### config.mk
export PLATFORM = sky130hd
export DESIGN_NAME = ar_access_sched
export DESIGN_NICKNAME = d
export VERILOG_FILES = /design/src/rtl/ar_access_sched.sv
export SDC_FILE = /design/constraint.sdc
export NUM_CORES = 1
export LEC_CHECK = 0
export ABC_AREA = 0
export BUFFER_PORTS_ARGS = -buffer_cell sky130_fd_sc_hd__buf_2
export CORE_MARGIN = 5
export CORE_UTILIZATION = 45
export DETAILED_ROUTE_END_ITERATION = 12
export PLACE_DENSITY = 0.76
export SYNTH_ARGS = -nofsm -noshare
export SYNTH_HDL_FRONTEND = slang
export SYNTH_SLANG_ARGS = --single-unit
### constraint.sdc
create_clock -name clk -period 2.9 [get_ports clk]
set_input_delay 0.29 -clock clk [delete_from_list [all_inputs] [get_ports clk]]
set_output_delay 0.29 -clock clk [all_outputs]
set_load 0.01 [all_outputs]
### src/rtl/ar_access_sched.sv
// -----------------------------------------------------------------------------
// ar_access_sched
//
// Purpose:
//   Arbitrates between the instruction-fetch and data-access requesters for a
//   shared address register (AR) and memory port. The winner's start address
//   is latched at grant, loaded into AR, and every word of the transaction is
//   given a memory strobe of MEM_LAT cycles. Fetch bursts of up to three words
//   advance AR with an increment strobe between words. Each word is
//   acknowledged to its owner, and the final word also carries a done pulse.
//
// Parameters:
//   MEM_LAT  cycles a memory strobe is held per word (1..15)
//   AW       address width, equal to the AR width
//
// Ports:
//   clk, rst            clock; synchronous active-high reset
//   if_req/addr/len     fetch request, start address, word count (0 => 1)
//   d_req/addr/we       data request, address, write enable (single word)
//   ar_din, arload      address onto the AR input bus and AR load strobe
//   arinc               AR increment strobe between burst words
//   mem_rd, mem_wr      memory read / write strobes
//   if_gnt, d_gnt       current owner of AR and memory
//   if_ack, d_ack       one-cycle pulse on the last strobe cycle of each word
//   if_done, d_done     one-cycle pulse with the final ack of a transaction
//   busy                a transaction is in progress
// -----------------------------------------------------------------------------
module ar_access_sched #(
    parameter int unsigned MEM_LAT = 1,
    parameter int unsigned AW      = 16
) (
    input  logic          clk,
    input  logic          rst,
    input  logic          if_req,
    input  logic [AW-1:0] if_addr,
    input  logic [1:0]    if_len,
    input  logic          d_req,
    input  logic [AW-1:0] d_addr,
    input  logic          d_we,
    output logic [AW-1:0] ar_din,
    output logic          arload,
    output logic          arinc,
    output logic          mem_rd,
    output logic          mem_wr,
    output logic          if_gnt,
    output logic          d_gnt,
    output logic          if_ack,
    output logic          d_ack,
    output logic          if_done,
    output logic          d_done,
    output logic          busy
);

    typedef enum logic [1:0] {
        S_IDLE,
        S_LOAD,
        S_ACCESS,
        S_STEP
    } state_t;

    typedef enum logic {
        OWN_FETCH,
        OWN_DATA
    } owner_t;

    // Strobe-cycle counter reload value: counts down to 0 on the last cycle.
    localparam logic [3:0] WAIT_INIT = 4'(MEM_LAT - 1);

    state_t          r_state;
    owner_t          r_owner;
    owner_t          r_last_owner;
    logic [AW-1:0]   r_addr;
    logic [1:0]      r_remaining;
    logic            r_we;
    logic [3:0]      r_wait;

    state_t          w_next_state;
    logic            w_win_valid;
    owner_t          w_winner;
    logic [1:0]      w_if_words;

    // -------------------------------------------------------------------------
    // Arbitration. Only meaningful in IDLE; a tie goes to the requester that
    // did not own the previous transaction so neither side can starve.
    // -------------------------------------------------------------------------
    always_comb begin
        w_win_valid = if_req | d_req;
        if (if_req && d_req) begin
            w_winner = (r_last_owner == OWN_FETCH) ? OWN_DATA : OWN_FETCH;
        end else if (d_req) begin
            w_winner = OWN_DATA;
        end else begin
            w_winner = OWN_FETCH;
        end
        w_if_words = (if_len == 2'd0) ? 2'd1 : if_len;
    end

    // -------------------------------------------------------------------------
    // Next state and outputs. Every output is a decode of the registered state,
    // so reset forces all of them to 0 on the following cycle.
    // -------------------------------------------------------------------------
    always_comb begin
        // NOTE: every signal gets a default before the case so no path through
        // this block leaves one unassigned, which would infer a latch.
        w_next_state = r_state;
        ar_din       = '0;
        arload       = 1'b0;
        arinc        = 1'b0;
        mem_rd       = 1'b0;
        mem_wr       = 1'b0;
        if_ack       = 1'b0;
        d_ack        = 1'b0;
        if_done      = 1'b0;
        d_done       = 1'b0;
        busy         = (r_state != S_IDLE);
        if_gnt       = busy && (r_owner == OWN_FETCH);
        d_gnt        = busy && (r_owner == OWN_DATA);

        case (r_state)
            S_IDLE: begin
                if (w_win_valid) begin
                    w_next_state = S_LOAD;
                end
            end

            S_LOAD: begin
                arload       = 1'b1;
                ar_din       = r_addr;
                w_next_state = S_ACCESS;
            end

            S_ACCESS: begin
                // Fetches always read; data follows its latched write enable.
                mem_wr = (r_owner == OWN_DATA) && r_we;
                mem_rd = !mem_wr;
                if (r_wait == 4'd0) begin
                    if_ack = (r_owner == OWN_FETCH);
                    d_ack  = (r_owner == OWN_DATA);
                    if (r_remaining == 2'd1) begin
                        if_done      = (r_owner == OWN_FETCH);
                        d_done       = (r_owner == OWN_DATA);
                        w_next_state = S_IDLE;
                    end else begin
                        w_next_state = S_STEP;
                    end
                end
            end

            S_STEP: begin
                arinc        = 1'b1;
                w_next_state = S_ACCESS;
            end

            default: begin
                w_next_state = S_IDLE;
            end
        endcase
    end

    // -------------------------------------------------------------------------
    // State and transaction registers. Request fields are captured only on the
    // IDLE -> LOAD transition, so requester changes while busy have no effect.
    // -------------------------------------------------------------------------
    always_ff @(posedge clk) begin
        // NOTE: sequential state uses non-blocking assignments so every
        // register samples pre-edge values regardless of statement order.
        if (rst) begin
            r_state      <= S_IDLE;
            r_owner      <= OWN_FETCH;
            r_last_owner <= OWN_FETCH;
            r_addr       <= '0;
            r_remaining  <= 2'd0;
            r_we         <= 1'b0;
            r_wait       <= 4'd0;
        end else begin
            r_state <= w_next_state;
            case (r_state)
                S_IDLE: begin
                    if (w_win_valid) begin
                        r_owner      <= w_winner;
                        r_last_owner <= w_winner;
                        if (w_winner == OWN_DATA) begin
                            r_addr      <= d_addr;
                            r_remaining <= 2'd1;
                            r_we        <= d_we;
                        end else begin
                            r_addr      <= if_addr;
                            r_remaining <= w_if_words;
                            r_we        <= 1'b0;
                        end
                    end
                end

                S_LOAD: begin
                    r_wait <= WAIT_INIT;
                end

                S_ACCESS: begin
                    if (r_wait != 4'd0) begin
                        r_wait <= r_wait - 4'd1;
                    end
                end

                S_STEP: begin
                    r_wait      <= WAIT_INIT;
                    r_remaining <= r_remaining - 2'd1;
                end

                default: begin
                    r_wait <= 4'd0;
                end
            endcase
        end
    end

endmodule

==> results of run 1 <==
## layout make-up
cell class,count,area [sq um],share of cell area
well taps,46,57.6,0.0306
multi-input cells,135,900,0.479
inverters,6,22.5,0.0120
repair buffers,65,325,0.173
clock buffers,3,22.5,0.0120
flip-flops and latches,26,520,0.277
clock inverters,1,30.0,0.0160
## logic make-up (layout without fill, tap and decap cells)
group	Yosys count	in the layout	share of synthesized area
muxes	1	1	0.00651
AOI/OAI and AO/OA	52	52	0.282
and+or+nand+nor	80	80	0.281
buffers and inverters	20	75	0.0757
adders and majority gates	2	2	0.0163
DFF	26	26	0.339
## state kept, by name (all words and copies together), names as in the netlist
register      count
r_we              1
r_addr           16
r_last_owner      1
r_remaining       2
r_wait            4
r_state           2
## cell usage in the layout (no fill, tap or decap), types with 3 or more instances in the layout
cell type	instances
nand3_1	3
clkbuf_4	3
and2_1	19
nor2_1	7
nand2_1	30
a311oi_1	8
buf_2	65
inv_1	4
dfxtp_1	26
nand2_2	8
a21oi_1	23
a311oi_2	10
## power breakdown
part           switching, mW  internal, mW  leakage (nW)
clock                  0.112         0.140        0.0279
combinational          0.188         0.136         0.617
sequential            0.0367         0.407         0.215
total                  0.336         0.683         0.860
## routing by layer
| metal | up-vias | share of wire | global-route usage |
|---|---|---|---|
| met1 | 644 | 0.44 | 0.193 |
| met3 | 2 | 0.060 | 0.0460 |
| met4 | 0 | 0.010 | 0.0447 |
| met5 | - | 0 | 0 |
| met2 | 43 | 0.49 | 0.280 |
| li1 | 747 | - | - |
## how the worst min path moves through the flow
| stage | end | slack [ns] | cells after the start |
|---|---|---|---|
| global placement | r_remaining[1] | 0.48 | 2 |
| global route | r_addr[3] | 0.20 | 3 |
| finish | r_addr[4] | 0.21 | 3 |
| floorplan | r_remaining[1] | 0.37 | 1 |
| detailed placement | r_remaining[1] | 0.48 | 2 |
| CTS | r_addr[3] | 0.20 | 3 |
## tightest hold or removal path: cells and delay by family
| kind | cells | cell delay (ns) |
|---|---|---|
| buffers and inverters | 1 | 0.10 |
| AOI/OAI and AO/OA | 1 | 0.07 |
| and+or+nand+nor | 1 | 0.04 |
## metrics by stage
stage | hold slack [ns] | power [mW] | cells | instance area, sq um | util
6_report | 0.208 | 1.02 | 282 | 1880 | 0.567
5_1_grt | 0.198 | 1.08 | 282 | 1880 | 0.567
4_1_cts | 0.202 | 1.03 | 282 | 1880 | 0.567
3_5_place_dp | 0.479 | 0.776 | 278 | 1830 | 0.551
3_3_place_gp | 0.477 | 0.772 | 278 | 1830 | 0.551
2_1_floorplan | 0.369 | 0.696 | 181 | 1540 | -
==> impl_metrics.tcl, run 1 <==
set metrics [dict create \
    hold_path.class "primary input to register" \
    p_per_area_nw_per_um2 543 \
    die_h_microns 68.4 \
    p_leak_nw 0.860 \
    postRouteAntennaNets 0 \
    synth_top_area_share 0.339 \
    cts_resized 0 \
    core_area_sq_um 3310 \
    dp_worst_setup_slack_ns 1.09 \
    routedWlPerCell_microns 13.3 \
    synthTopCellsByArea "dfxtp_1 (34%), a311oi_2 (9.8%), and2_1 (7.7%)" \
    post_synth.cell_area_avg_sq_um 8.49 \
    crit_type "register to output port" \
    ios 66 \
    r2r_cells 4 \
    antenna_cells 0 \
    area_growth_pct 22.2 \
    r2r-start "r_state[1]" \
    drv_slew 0 \
    cts_max_level 1 \
    setup_viol 0 \
    ys_seq_elements 26 \
    worstMarginPinSlew_ns 0.651 \
    cap_viol_max_count 0 \
    dp_hpwl_microns 2780 \
    end_kind "output port" \
    crit_path_start "r_wait[0]" \
    finClkSkew_ns 0.00383 \
    fin_tns_setup_ns 0 \
    overflow 0 \
    ys.flop_type "dfxtp_1" \
    grt_pass1_wl_microns 5740 \
    cts_setup_buffers 0 \
    relSlewSlack 0.566 \
    synth.most_common_cell "nand2_1" \
    ir_drop_uv 345 \
    vias 1436 \
    cts_tree "yes" \
    num_rows 21 \
    synthArstFlopShare 0 \
    rrSetupSlack_ns 1.08 \
    final_hold_viol_count 0 \
    drive_above_1_share 0.407 \
    clk_path_buf_depth 2 \
    drc 0 \
    synthDistinctLibCells 41 \
    n_fill_cell 339 \
    grtUsageTotal 0.162 \
    drt-total-wl_microns 3750 \
    antenna_found_initial 0 \
    cts-root-buf "clkbuf_4" \
    cp_cell_sequence "inv_1, ha_1, or3b_1, nor2_1, and3_1, buf_2" \
    syn-cell-area_sq_um 1540 \
    worstPathMaxFanout 6 \
    die_w_microns 68.4 \
    setup_ws_ns 0.726 \
    layout.nets 278 \
    cp-start-kind "register" \
    cp.arrival_ns 1.88 \
    crit_slowest_cell "or3b_1" \
    grt_setup_unrepaired "no" \
    crit_cells 6 \
    max_freq_mhz 460 \
    hold_path.startpoint "if_addr[4]" \
    drtIter0Drc 89 \
    fin_crit_ns 2.17 \
    synthCells 181 \
    syn_nets 222 \
    synth_warnings 0 \
    ys_seq_area_frac 0.339 \
    synth_edf_count 0 \
    critPathMaxStageDelay_ns 0.47 \
    drt-vias-per-instance 5.09 \
    first_global_vias 1358 \
    cts.clk_slew.worst_paths_ns 0.14 \
    yosys-top-cells-count "nand2_1 (30), dfxtp_1 (26), a21oi_1 (23)" \
    grt_start_max_net_pins 26 \
    first_pass_iters 6 \
    cp-endpoint "d_done" \
    synth_top_cell_by_area "dfxtp_1" \
    fin_crit_sh 0.749 \
    insertion_delay_ns 0.33 \
    initial_utilization 0.464 \
    outcome "finished clean" \
    path_delay_family "simple AND/OR/NAND/NOR gates" \
    cts_buffers 3 \
    tritoncts_num_sinks 26 \
    dieArea_sq_um 4680 \
    placement.io_buffers 65 \
    worst-path-buf-inv 2 \
    reg2reg_to "r_addr[12]" \
    cts_hold_buf 0 \
    globalplace.congestion 0.801 \
    cp.required_ns 2.61 \
]
No activity file was read; power rests on OpenSTA's default activity.
==> run 2, diff against run 1 <==
Settings changed: CORE_UTILIZATION 45 to 43.
Clock period 2.9 ns to 1.8 ns, I/O delays scaled along.
==> impl_metrics.tcl, run 2 (same netlist as run 1, synthesis figures left out) <==
set metrics [dict create \
    grtUsageTotal 0.158 \
    cts_hold_buf 0 \
    finClkSkew_ns 0.00108 \
    wl_met3_microns 232 \
    cts_buffers 3 \
    largest_register_ff_count 16 \
    insertion_delay_ns 0.30 \
    cp-start-kind "register" \
    initial_utilization 0.453 \
    core_area_sq_um 3390 \
    hold_path.class "primary input to register" \
    worstMarginPinSlew_ns 0.696 \
    routedWlPerCell_microns 13.5 \
    p_leak_nw 0.904 \
    grt_setup_unrepaired "yes" \
    drv_slew 0 \
    cts.clk_slew.worst_paths_ns 0.13 \
    met1_length_microns 1720 \
    dr_wl_met2_microns 1960 \
    layout.nets 289 \
    area_growth_pct 28.2 \
    cp.arrival_ns 1.63 \
    num_rows 21 \
    final_cell_mix "buf_2 (65), nand2_1 (30), a21oi_1 (23), dfxtp_1 (23), and2_1 (19)" \
    antenna_found_initial 0 \
    dp_worst_setup_slack_ns 0.129 \
    grt_start_max_net_pins 24 \
    cts-root-buf "clkbuf_4" \
    path_delay_family "simple AND/OR/NAND/NOR gates" \
    relSlewSlack 0.536 \
    layout_commonest_cell "buf_2" \
    die_w_microns 69.8 \
    drt-vias-per-instance 5.09 \
    p_per_area_nw_per_um2 766 \
    dp_hpwl_microns 2950 \
    outcome "finished with violations" \
    cp_cell_sequence "inv_2, ha_4, or3b_4, nor3_2, and2_1, buf_2" \
    final_hold_viol_count 0 \
    vias 1487 \
    first_pass_iters 4 \
    cap_viol_max_count 0 \
    largest_register "r_addr" \
    tritoncts_num_sinks 26 \
    first_global_vias 1457 \
    crit_type "register to output port" \
    critPathMaxStageDelay_ns 0.40 \
    highest_layer "met4" \
    die_h_microns 69.8 \
    globalplace.congestion 0.773 \
    drt-total-wl_microns 3950 \
    end_kind "output port" \
    grt_pass1_wl_microns 6440 \
    crit_slowest_cell "or3b_4" \
    power.total_mw 1.51 \
    drive_above_1_share 0.463 \
    ir_drop_uv 427 \
    violations "negative setup slack" \
    overflow 0 \
    worstPathMaxFanout 3 \
    fin_crit_ns 1.81 \
    placement.io_buffers 65 \
    antenna_cells 0 \
    clk_path_buf_depth 2 \
    ios 66 \
    postRouteAntennaNets 0 \
    setup_viol 1 \
    cp.required_ns 1.62 \
    worst-path-buf-inv 2 \
    reg.largest.list "r_addr (16), r_wait (4)" \
    max_freq_mhz 553 \
    setup_ws_ns -0.00864 \
    fin_crit_sh 1.00 \
    cts_tree "yes" \
    dieArea_sq_um 4870 \
    drc 0 \
    cts_max_level 1 \
    drtIter0Drc 57 \
]
run 2: path summary, 6_finish.rpt:
path                                      from        endpoint  slack [ns]  depth (start not counted)
worst min register to register  r_remaining[1]  r_remaining[1]        0.50                          2
worst max-delay path                 r_wait[0]         if_done      -0.009                          6
worst min-delay path                if_addr[0]       r_addr[0]        0.12                          3
worst max register to register      r_state[1]       r_addr[6]        0.28                          4
run 2: worst reg2reg max path: cells and delay by family (launching register included):
family          cells  cell delay (ns)
buf+inv             1             0.12
simple gates        2             0.67
compound gates      1             0.18
flops               1             0.42
run 2: power breakdown:
group,switching (mW),internal [mW]
sequential,0.0581,0.656
combinational,0.311,0.246
clock,0.159,0.0780
total,0.528,0.981
run 2: routing by layer:
layer,vias up,global-route usage
met5,-,0
met4,0,0.0426
met3,2,0.0333
met2,34,0.285
met1,684,0.186
li1,767,-
run 2: area by class of cell:
| class | instances | area [sq um] |
|---|---|---|
| Clock buffer | 3 | 22.5 |
| Fill cell | 335 | 1420 |
| Inverter | 6 | 22.5 |
| Multi-Input combinational cell | 135 | 922 |
| Sequential cell | 26 | 524 |
| Tap cell | 46 | 57.6 |
| Timing Repair Buffer | 76 | 420 |
run 2: stage by stage:
stage	util	instances	area (sq um)	setup TNS [ns]	hold WS, ns
floorplan	-	181	1540	0	0.259
global placement	0.553	283	1880	0	0.443
detailed placement	0.553	283	1880	0	0.442
CTS	0.577	291	1960	0	0.108
global route	0.581	292	1970	-0.241	0.0950
finish	0.581	292	1970	-0.00864	0.119
run 2: repair_timing:
item                                    4_1_cts  5_1_grt
pin swaps                                     1        0
setup buffers                                 5        1
endpoints found under the setup margin        4        3
endpoints found under the hold margin         0        0
resized for setup                             9        1
==> run 3, diff against run 2 <==
Settings changed: REMOVE_ABC_BUFFERS from default to 1.
==> impl_metrics.tcl, run 3 (same netlist as run 1, synthesis figures left out) <==
set metrics [dict create \
    power.total_mw 1.56 \
    grt_setup_unrepaired "yes" \
    p_per_area_nw_per_um2 787 \
    p_leak_nw 0.916 \
    first_global_vias 1502 \
    cts.clk_slew.worst_paths_ns 0.14 \
    tritoncts_num_sinks 26 \
    worstPathMaxFanout 3 \
    antenna_cells 0 \
    whs_ns 0.0935 \
    core_area_sq_um 3390 \
    dp_hpwl_microns 2810 \
    routedWlPerCell_microns 13.3 \
    largest_register_ff_count 16 \
    grt_pass1_wl_microns 6680 \
    initial_utilization 0.453 \
    cts_buffers 3 \
    layout.nets 291 \
    cp.required_ns 1.62 \
    outcome "finished with violations" \
    crit_slowest_cell "or3b_4" \
    globalplace.congestion 0.771 \
    setup_ws_ns -0.0221 \
    final_cell_mix "buf_2 (65), nand2_1 (30), a21oi_1 (23), dfxtp_1 (23), and2_1 (19)" \
    critPathMaxStageDelay_ns 0.39 \
    max_freq_mhz 549 \
    fin_crit_ns 1.82 \
    dp.cells 283 \
    ir_drop_uv 333 \
    fin_tns_setup_ns -0.0221 \
    drtIter0Drc 37 \
    cp-start-kind "register" \
    drv_slew 0 \
    crit_type "register to output port" \
    path_delay_family "simple AND/OR/NAND/NOR gates" \
    grt_start_max_net_pins 21 \
    vias 1492 \
    clk_path_buf_depth 2 \
    largest_register "r_addr" \
    grtUsageTotal 0.161 \
    worstMarginPinSlew_ns 0.665 \
    violations "negative setup slack" \
    dp_worst_setup_slack_ns 0.119 \
    insertion_delay_ns 0.33 \
    cp_cell_sequence "inv_2, ha_4, or3b_4, nor3_2, and2_1, buf_2" \
    die_h_microns 69.8 \
    worst-path-buf-inv 2 \
    area_growth_pct 29.2 \
    cts_tree "yes" \
    cts_hold_buf 0 \
    fin_cells 295 \
    cts-root-buf "clkbuf_4" \
    die_w_microns 69.8 \
    end_kind "output port" \
    ios 66 \
    cp.arrival_ns 1.64 \
    drc 0 \
    hold_path.class "primary input to register" \
    final_hold_viol_count 0 \
    reg.largest.list "r_addr (16), r_wait (4)" \
    antenna_found_initial 0 \
    cap_viol_max_count 0 \
    dieArea_sq_um 4870 \
    relSlewSlack 0.557 \
    num_rows 21 \
    cts_max_level 1 \
    postRouteAntennaNets 0 \
    setup_viol 1 \
    drt-vias-per-instance 5.06 \
    fin_crit_sh 1.01 \
    overflow 0 \
    drive_above_1_share 0.470 \
    layout_commonest_cell "buf_2" \
    drt-total-wl_microns 3920 \
    finClkSkew_ns 0.00777 \
    first_pass_iters 6 \
    placement.io_buffers 65 \
]
==> run 3: path summary, 6_finish.rpt <==
kind         depth (start not counted)         to  slack, ns          from
max                                  6    if_done      -0.02     r_wait[0]
min                                  3       r_we       0.09          d_we
max reg2reg                          4  r_addr[5]       0.30  r_last_owner
min reg2reg                          2       r_we       0.50          r_we
==> run 3: routing by layer <==
metal | vias to the layer above | wire length, microns | global-route usage
met5 | - | 0 | 0
met4 | 0 | 30 | 0.0404
met2 | 40 | 2000 | 0.285
li1 | 773 | - | -
met1 | 675 | 1680 | 0.196
met3 | 4 | 210 | 0.0333
==> run 3: area by class of cell <==
| type | instances | area [sq um] |
|---|---|---|
| Inverter | 6 | 22.5 |
| Sequential cell | 26 | 524 |
| Clock buffer | 4 | 36.3 |
| Multi-Input combinational cell | 135 | 922 |
| Fill cell | 320 | 1400 |
| Timing Repair Buffer | 78 | 423 |
| Tap cell | 46 | 57.6 |
==> run 3: through the flow <==
step	area [sq um]	util
after floorplan	1440	-
after global placement	1860	0.550
after detailed placement	1860	0.550
after CTS	1960	0.579
after global routing	1990	0.586
final	1990	0.586
==> run 3: power by group <==
part	switching [mW]	leakage (nW)	total [mW]	internal, mW
logic	0.309	0.679	0.549	0.240
registers	0.0565	0.216	0.713	0.656
clock network	0.178	0.0210	0.301	0.124
==> run 3: worst min-delay path, cell delays in order <==
cell,delay [ns]
buf_2,0.10
nand3_1,0.05
a21oi_1,0.05
==> run 3: repair_timing <==
action                                  CTS  global route
buffers inserted                          5             3
resized for setup                        10             0
pin swaps                                 2             3
endpoints found under the setup margin   20             8
